### src/rtl/arbiter_n_to_1_request_pkg.sv
// Shared types for the N-to-1 memory request arbiter: packet layout, ID hierarchy
// levels, FSM encoding and the route.from stamping helper.
package arbiter_n_to_1_request_pkg;

    localparam int unsigned ID_W  = 16;
    localparam int unsigned IDX_W = 4;
    localparam int unsigned CNT_W = 8;

    localparam int unsigned ID_LEVEL_CU     = 0;
    localparam int unsigned ID_LEVEL_BUNDLE = 1;
    localparam int unsigned ID_LEVEL_LANE   = 2;
    localparam int unsigned ID_LEVEL_ENGINE = 3;
    localparam int unsigned ID_LEVEL_MODULE = 4;
    localparam int unsigned ID_LEVEL_NONE   = 5;

    typedef logic [0:0] arbiter_state_t;
    localparam arbiter_state_t IDLE  = 1'b0;
    localparam arbiter_state_t GRANT = 1'b1;

    typedef struct packed {
        logic [ID_W-1:0] id_cu;
        logic [ID_W-1:0] id_bundle;
        logic [ID_W-1:0] id_lane;
        logic [ID_W-1:0] id_engine;
        logic [ID_W-1:0] id_module;
    } route_id_t;

    typedef struct packed {
        route_id_t from;
    } route_t;

    typedef struct packed {
        route_t      route;
        logic [31:0] address;
        logic [1:0]  cmd;
    } meta_t;

    typedef struct packed {
        meta_t       meta;
        logic [31:0] data;
    } payload_t;

    typedef struct packed {
        logic     valid;
        payload_t payload;
    } memory_packet_t;

    // Overwrites one route.from field; levels outside 0..4 leave the payload untouched.
    function automatic payload_t stamp_route_from(input payload_t p, input int unsigned level,
                                                  input logic [ID_W-1:0] id);
        payload_t r;
        r = p;
        case (level)
            ID_LEVEL_CU:     r.meta.route.from.id_cu     = id;
            ID_LEVEL_BUNDLE: r.meta.route.from.id_bundle = id;
            ID_LEVEL_LANE:   r.meta.route.from.id_lane   = id;
            ID_LEVEL_ENGINE: r.meta.route.from.id_engine = id;
            ID_LEVEL_MODULE: r.meta.route.from.id_module = id;
            default:         r = p;
        endcase
        return r;
    endfunction

endpackage

### src/rtl/arbiter_n_to_1_request_rr_encoder.sv
// Combinational round-robin priority encoder: first set request after last_winner,
// wrapping modulo NUM_REQ.
module arbiter_n_to_1_request_rr_encoder
    import arbiter_n_to_1_request_pkg::*;
#(
    parameter int unsigned NUM_REQ = 2
) (
    input  logic [NUM_REQ-1:0] req,
    input  logic [IDX_W-1:0]   last_winner,
    output logic [NUM_REQ-1:0] winner_onehot,
    output logic [IDX_W-1:0]   winner_index,
    output logic               any_valid
);

    logic        found;
    int unsigned pos;

    always_comb begin
        winner_onehot = '0;
        winner_index  = '0;
        found         = 1'b0;
        pos           = 0;
        for (int unsigned k = 1; k <= NUM_REQ; k++) begin
            pos = (32'(last_winner) + k) % NUM_REQ;
            for (int unsigned i = 0; i < NUM_REQ; i++) begin
                if (!found && (i == pos) && req[i]) begin
                    found            = 1'b1;
                    winner_onehot[i] = 1'b1;
                    winner_index     = IDX_W'(i);
                end
            end
        end
    end

    assign any_valid = |req;

endmodule

### src/rtl/arbiter_n_to_1_request.sv
// Round-robin N-to-1 memory request arbiter with burst grant holding, route.from ID
// stamping and a registered, backpressured output stage.
module arbiter_n_to_1_request
    import arbiter_n_to_1_request_pkg::*;
#(
    parameter int unsigned NUM_MEMORY_REQUESTOR = 2,
    parameter int unsigned ID_LEVEL             = 1,
    parameter int unsigned STAMP_ID             = 1,
    parameter int unsigned MAX_BURST            = 4
) (
    input  logic                            ap_clk,
    input  logic                            ap_rst_n,
    input  memory_packet_t                  request_in [NUM_MEMORY_REQUESTOR],
    output logic [NUM_MEMORY_REQUESTOR-1:0] request_in_ready,
    input  logic                            request_out_ready,
    output memory_packet_t                  request_out,
    output logic [NUM_MEMORY_REQUESTOR-1:0] grant_out,
    output logic                            arbiter_busy
);

    localparam int unsigned N = NUM_MEMORY_REQUESTOR;
    localparam logic [CNT_W-1:0] CNT_LAST = CNT_W'(MAX_BURST - 1);
    localparam logic [IDX_W-1:0] IDX_LAST = IDX_W'(N - 1);

    arbiter_state_t   state, state_next;
    logic [N-1:0]     grant_next;
    logic [IDX_W-1:0] grant_index, grant_index_next;
    logic [IDX_W-1:0] last_winner, last_winner_next;
    logic [CNT_W-1:0] beat_cnt, beat_cnt_next;

    logic [N-1:0]     req_valid;
    logic [N-1:0]     arb_req;
    logic [IDX_W-1:0] arb_ptr;
    logic [N-1:0]     arb_onehot;
    logic [IDX_W-1:0] arb_index;
    logic             arb_any;

    logic             can_load;
    logic             accept;
    logic             release_grant;
    payload_t         sel_payload;
    payload_t         out_payload;

    always_comb begin
        req_valid   = '0;
        sel_payload = '0;
        for (int unsigned i = 0; i < N; i++) begin
            req_valid[i] = request_in[i].valid;
            if (grant_out[i]) begin
                sel_payload = request_in[i].payload;
            end
        end
    end

    assign can_load         = ~request_out.valid | request_out_ready;
    assign request_in_ready = grant_out & {N{can_load}};
    assign accept           = |(req_valid & request_in_ready);
    assign release_grant    = (accept && (beat_cnt == CNT_LAST)) || !(|(req_valid & grant_out));

    // While granted, the current grantee is excluded and the scan starts just after it,
    // so a release can hand over directly. A lone requester is never excluded.
    assign arb_req = ((state == GRANT) && (N > 1)) ? (req_valid & ~grant_out) : req_valid;
    assign arb_ptr = (state == GRANT) ? grant_index : last_winner;

    arbiter_n_to_1_request_rr_encoder #(
        .NUM_REQ (N)
    ) u_rr_encoder (
        .req           (arb_req),
        .last_winner   (arb_ptr),
        .winner_onehot (arb_onehot),
        .winner_index  (arb_index),
        .any_valid     (arb_any)
    );

    always_comb begin
        state_next       = state;
        grant_next       = grant_out;
        grant_index_next = grant_index;
        last_winner_next = last_winner;
        beat_cnt_next    = beat_cnt;
        case (state)
            IDLE: begin
                if (arb_any) begin
                    grant_next       = arb_onehot;
                    grant_index_next = arb_index;
                    beat_cnt_next    = '0;
                    state_next       = GRANT;
                end
            end
            GRANT: begin
                if (accept) begin
                    beat_cnt_next = beat_cnt + 8'd1;
                end
                if (release_grant) begin
                    last_winner_next = grant_index;
                    beat_cnt_next    = '0;
                    if (arb_any) begin
                        grant_next       = arb_onehot;
                        grant_index_next = arb_index;
                    end else begin
                        grant_next = '0;
                        state_next = IDLE;
                    end
                end
            end
            default: begin
                grant_next = '0;
                state_next = IDLE;
            end
        endcase
    end

    always_ff @(posedge ap_clk or negedge ap_rst_n) begin
        if (!ap_rst_n) begin
            state       <= IDLE;
            grant_out   <= '0;
            grant_index <= '0;
            last_winner <= IDX_LAST;
            beat_cnt    <= '0;
        end else begin
            state       <= state_next;
            grant_out   <= grant_next;
            grant_index <= grant_index_next;
            last_winner <= last_winner_next;
            beat_cnt    <= beat_cnt_next;
        end
    end

    assign out_payload = ((STAMP_ID != 0) && (ID_LEVEL < ID_LEVEL_NONE))
                       ? stamp_route_from(sel_payload, ID_LEVEL, ID_W'(grant_out))
                       : sel_payload;

    always_ff @(posedge ap_clk or negedge ap_rst_n) begin
        if (!ap_rst_n) begin
            request_out <= '0;
        end else if (can_load) begin
            request_out.valid <= accept;
            if (accept) begin
                request_out.payload <= out_payload;
            end
        end
    end

    assign arbiter_busy = (state != IDLE) | request_out.valid;

endmodule

### config.mk
export PLATFORM = sky130hd
export DESIGN_NAME = arbiter_n_to_1_request
export DESIGN_NICKNAME = d
export VERILOG_FILES = /design/src/rtl/arbiter_n_to_1_request_pkg.sv /design/src/rtl/arbiter_n_to_1_request_rr_encoder.sv /design/src/rtl/arbiter_n_to_1_request.sv
export SDC_FILE = /design/constraint.sdc
export NUM_CORES = 1
export LEC_CHECK = 0
export BUFFER_PORTS_ARGS = -buffer_cell sky130_fd_sc_hd__buf_2
export CAP_MARGIN = 5
export CORE_AREA = 4 4 174 176
export CTS_CLUSTER_DIAMETER = 150
export DETAILED_ROUTE_END_ITERATION = 12
export DIE_AREA = 0 0 178 180
export GPL_TIMING_DRIVEN = 1
export PLACE_DENSITY = 0.58
export REMOVE_ABC_BUFFERS = 1
export SLEW_MARGIN = 20
export SYNTH_ARGS = -nofsm -noshare
export SYNTH_HDL_FRONTEND = slang
export SYNTH_HIERARCHICAL = 1
export SYNTH_SLANG_ARGS = --single-unit
### constraint.sdc
create_clock -name ap_clk -period 3.6 [get_ports ap_clk]
set_input_delay 0.54 -clock ap_clk [delete_from_list [all_inputs] [get_ports ap_clk]]
set_output_delay 0.54 -clock ap_clk [all_outputs]
set_load 0.02 [all_outputs]
==> results.yml, run 1 <==
timing:
  slew_violations: 0
  fin_crit_sh_pct: 64.5
  fin_crit_ps: 2320
  max_freq_ghz: 0.431
  max_slew_margin_pct: 35.2
  rsz0062_at_grt: "no"
  timing.hold.ws_ps: 250
  setup_viol: 0
  worstMarginPinSlew_ps: 972
  finalHoldViolCount: 0
  finClkSkew_ps: 12.1
power:
  p_int_w: 0.00446
  power_frac_seq_pct: 33.1
  p_sw_share_pct: 41.3
  power_leakage_nw: 5.34
  pwr-share-clk_pct: 23.3
  combPwrFrac_pct: 43.6
  powerDensity_mw_per_mm2: 797
  ir_worst_vdd_uv: 703
  power_switching_w: 0.00314
logic_synthesis:
  ys_warn_count: 6
  syn_area_sq_mm: 0.00663
  synth_cells: 578
  avgSynthCellArea_sq_um: 11.5
drt:
  drtPass1Iterations: 5
  ant_nets: 0
  totalWireLength_microns: 24400
  initialDrtViolationCount: 416
  routed_via_density: 4.74
  route.detailed.drc: 0
  vias: 6358
  wl_per_cell_microns: 18.2
critical_path:
  worst-path-max-fanout: 68
  r2r-start: "grant_out[0]"
  r2r_setup_slack_ps: 1280
  startpoint_type: "flop"
  reg2reg_to: "request_out[67]"
  worst_setup_path_end_kind: "flop"
  cpMaxStageDelayCell: "dfrtp_1"
  critical_path_required_ps: 3890
  rr_worst_depth: 4
  crit_type: "reg -> reg"
  cp.arrival_ps: 2610
  slowest_delay_ps: 500
  path_cells: "a22o_1 -> nand2_4 -> buf_12 -> a221o_1"
clock_network:
  cts_setup_buffers: 0
  numCtsBuffers: 17
  path_clk_slew_ps: 70
  tritoncts: "done"
  clockBufferDepth: 2
  clkLatencyLatePin_ps: 410
  hold_buffers: 0
  cts_resized: 0
  cts-root-buf: "clkbuf_16"
  cts.htree.levels: 4
  clock-sinks: 146
finish:
  nets: 1244
  drive_gt1_share_pct: 47.5
  regArea_sq_mm: 0.00365
  diodes: 0
  fill_cells: 2938
  multi_input_area_sq_mm: 0.00269
  synthToLayoutAreaGrowth_pct: 43.9
  stdcell_count: 1342
global_routing:
  grt_max_degree: 131
  grt_usage_pct: 14.2
  grt_pass1_vias: 6132
  grt_pass1_wl_microns: 36100
  met3_usage_pct: 3.38
  grt_util_met2_pct: 23.7
  gr-total-overflow: 0
  busiest_layer: "met2"
  antenna_found_initial: 0
  met1_usage_pct: 18.7
floorplanning:
  rows: 62
  core_area_sq_mm: 0.0286
  ios: 449
  initial_utilization_pct: 23.1
  die_area_sq_mm: 0.0320
  die_h_microns: 180
  die_w_microns: 178
placed_design:
  place_inst: 1311
  portBuffers: 402
  gp_congestion: 0.750
  dp_hpwl_microns: 17000
outcome:
  status: "completed"
min_path:
  hold_path_class: "in -> async"
run:
  maxCapViolCount: 0
## flip-flops by register name, indices dropped and copies added (netlist names)
register     count
beat_cnt         8
grant_out        2
request_out    133
grant_index      1
last_winner      1
state            1
## worst max-delay path, delay by kind of cell, from the launching register on
| kind | cells | cell delay (ps) |
|---|---|---|
| simple gates | 1 | 460 |
| buf+inv | 1 | 400 |
| compound gates | 2 | 750 |
| flops | 1 | 500 |
## per-stage QoR
step / utilization, % / setup TNS [ps] / total power [W] / instance area [sq um] / setup slack [ps]
floorplan: - / -114160 / 0.00454 / 6330 / -903
global placement: 31.3 / 0 / 0.00584 / 8950 / 1210
detailed placement: 31.3 / 0 / 0.00587 / 8950 / 1170
CTS: 33.3 / 0 / 0.00769 / 9530 / 1250
global route: 33.3 / 0 / 0.00806 / 9530 / 1010
finish: 33.3 / 0 / 0.00760 / 9530 / 1280
## area by class of cell
type,count,area share [%]
Clock buffer,19,4.65
Clock inverter,12,1.39
Inverter,2,0.0788
Multi-Input combinational cell,370,28.2
Sequential cell,146,38.3
Tap cell,384,5.04
Timing Repair Buffer,409,22.3
## routing by layer
layer | vias up | wire (microns)
met4 | 0 | 253
met1 | 3078 | 10400
li1 | 2978 | -
met5 | - | 0
met3 | 16 | 1850
met2 | 286 | 12000
## worst max-delay path by stage
| stage | start | to | slack (ps) |
|---|---|---|---|
| 5_1_grt | grant_out[0] | request_out[105] | 1010 |
| 4_1_cts | grant_out[0] | request_out[99] | 1250 |
| 3_5_place_dp | request_in[293] | request_out[131] | 1170 |
| 3_3_place_gp | request_in[293] | request_out[99] | 1210 |
| 6_report | grant_out[0] | request_out[67] | 1280 |
| 2_1_floorplan | grant_out[1] | request_out[0] | -900 |
## cell usage in the layout, fill, tap and decap left out, types with 5 or more instances in the layout
cell type,instances
a221o_1,106
a221oi_1,24
and3_1,107
buf_2,401
clkbuf_16,17
conb_1,14
dfrtp_1,145
nand2_1,9
nor2_1,51
o21ai_0,5
## power by group through the flow
| stage | Sequential (W) | Combinational, W | Clock [W] |
|---|---|---|---|
| after CTS | 0.00251 | 0.00334 | 0.00183 |
| after global routing | 0.00259 | 0.00359 | 0.00189 |
| after detailed placement | 0.00253 | 0.00334 | 0 |
| after floorplan | 0.00318 | 0.00135 | 0 |
| after global placement | 0.00252 | 0.00332 | 0 |
| final | 0.00252 | 0.00331 | 0.00177 |
No activity file was read; power rests on OpenSTA's default activity.
==> run 2, diff against run 1 <==
Settings changed: PLACE_DENSITY 0.58 to 0.59.
Clock period 3.6 ns to 1.95 ns, I/O delays scaled along.
==> results.yml, run 2 (synthesis results as in run 1) <==
clock_network:
  clkLatencyLatePin_ps: 410
  numCtsBuffers: 17
  clock-sinks: 146
  clockBufferDepth: 2
  tritoncts: "done"
  cts.htree.levels: 4
  cts-root-buf: "clkbuf_16"
  path_clk_slew_ps: 70
timing:
  setup_viol: 0
  fin_crit_ps: 1910
  setup_ws_ps: 41.6
  slew_violations: 0
  fin_crit_sh_pct: 97.9
  finalHoldViolCount: 0
  rsz0062_at_grt: "yes"
  finClkSkew_ps: 12.9
  max_freq_ghz: 0.524
critical_path:
  cpMaxStageDelayCell: "or4b_4"
  cp.arrival_ps: 2210
  critical_path_required_ps: 2250
  cp_num_buf_inv: 1
  startpoint_type: "flop"
  crit_type: "reg -> reg"
  rr_worst_depth: 6
  slowest_delay_ps: 480
  cpLargestDelayFamily: "simple AND/OR/NAND/NOR gates"
  worst_setup_path_end_kind: "flop"
  worst-path-max-fanout: 6
  path_cells: "ha_4 -> or4b_4 -> o311ai_4 -> buf_6 -> nor2_4 -> mux2_4"
  path_depth: 6
drt:
  routed_via_density: 4.75
  totalWireLength_microns: 25000
  wl_per_cell_microns: 18.2
  initialDrtViolationCount: 403
  vias: 6497
  ant_nets: 0
  route.detailed.drc: 0
  drtPass1Iterations: 4
global_routing:
  grt_max_degree: 70
  grt_pass1_vias: 6433
  antenna_found_initial: 0
  grt_usage_pct: 14.6
  gr-total-overflow: 0
  grt_pass1_wl_microns: 37100
placed_design:
  gp_congestion: 0.767
  place_inst: 1337
  portBuffers: 402
  dp_hpwl_microns: 18200
  pre_cts_ws_ps: -21.9
finish:
  largest_reg_flops: 133
  nets: 1271
  final_cell_mix: "buf_2 (401), dfrtp_1 (145), and3_1 (107), a221o_1 (106), nor2_1 (51)"
  largestRegisters: "request_out x133, beat_cnt x8, grant_out x2"
  top_register: "request_out"
  drive_gt1_share_pct: 49.0
  diodes: 0
  stdcell_count: 1369
  synthToLayoutAreaGrowth_pct: 49.0
  final_common_cell: "buf_2"
floorplanning:
  die_h_microns: 180
  core_area_sq_mm: 0.0286
  die_w_microns: 178
  initial_utilization_pct: 23.1
  ios: 449
  rows: 62
  die_area_sq_mm: 0.0320
min_path:
  hold_path_class: "in -> reg"
  hold_depth: 2
power:
  powerDensity_mw_per_mm2: 1480
  power_leakage_nw: 5.51
  ir_worst_vdd_uv: 735
outcome:
  status: "completed"
run:
  maxCapViolCount: 0
run 2: cell count changes in the layout (fill, tap and decap cells not counted), moves of 2 or more:
| cell | change |
|---|---|
| clkinv_4 | +2 |
| clkinv_2 | -3 |
| buf_6 | +2 |
| buf_4 | +18 |
| buf_12 | +6 |
run 2: layer usage:
layer  track usage (%)  share of wire [%]
met5                 0                  0
met4              3.25                1.1
met3              3.97                7.6
met2              24.5                 49
met1              18.9                 42
run 2: where the power goes:
part	switching [W]	internal (W)	leakage, nW
combinational	0.00398	0.00257	3.33
sequential	0.000550	0.00407	1.89
clock	0.00140	0.00204	0.289
total	0.00593	0.00868	5.51
run 2: final timing paths:
path,startpoint,endpoint,slack [ps]
max,beat_cnt[1],beat_cnt[0],40
min,request_in[58],request_out[58],100
max reg2reg,beat_cnt[1],beat_cnt[0],40
min reg2reg,request_out[115],request_out[115],490
max in group asynchronous,ap_rst_n,request_out[27],920
min in group asynchronous,ap_rst_n,request_out[107],380
run 2: stage by stage:
stage               utilization, %  total power [W]  TNS, ps  area, sq um  hold WS, ps
floorplan                        -          0.00833  -332910         6330        -3.09
global placement              32.2           0.0112    -4.01         9230          264
detailed placement            32.2           0.0113    -39.0         9230          267
CTS                           34.4           0.0148        0         9850         74.8
global route                  34.5           0.0156    -34.5         9870         72.1
finish                        34.5           0.0146        0         9870         98.2
run 2: layout make-up:
type	instances	area, sq um
timing repair buffer	436	2410
clock inverter	13	178
multi-input combinational	370	2710
clock buffer	18	429
sequential	146	3650
fill	2934	18800
tap	384	480
inverter	2	7.51
run 2: worst register-to-register path: cells and delay by family, from the launching register on:
family	cells	cell delay [ps]
buffers and inverters	1	170
multiplexers	1	270
adder cells (fa/ha/maj)	1	160
AO/OA/AOI/OAI	1	280
AND/OR/NAND/NOR	2	520
flip-flops	1	400
run 2: what timing repair did:
item / CTS / global route
setup endpoints to repair: 3 / 7
buffers inserted: 0 / 0
hold endpoints to repair: 39 / 0
pin swaps: 1 / 0
hold buffers: 1 / 0
resized for setup: 3 / 5
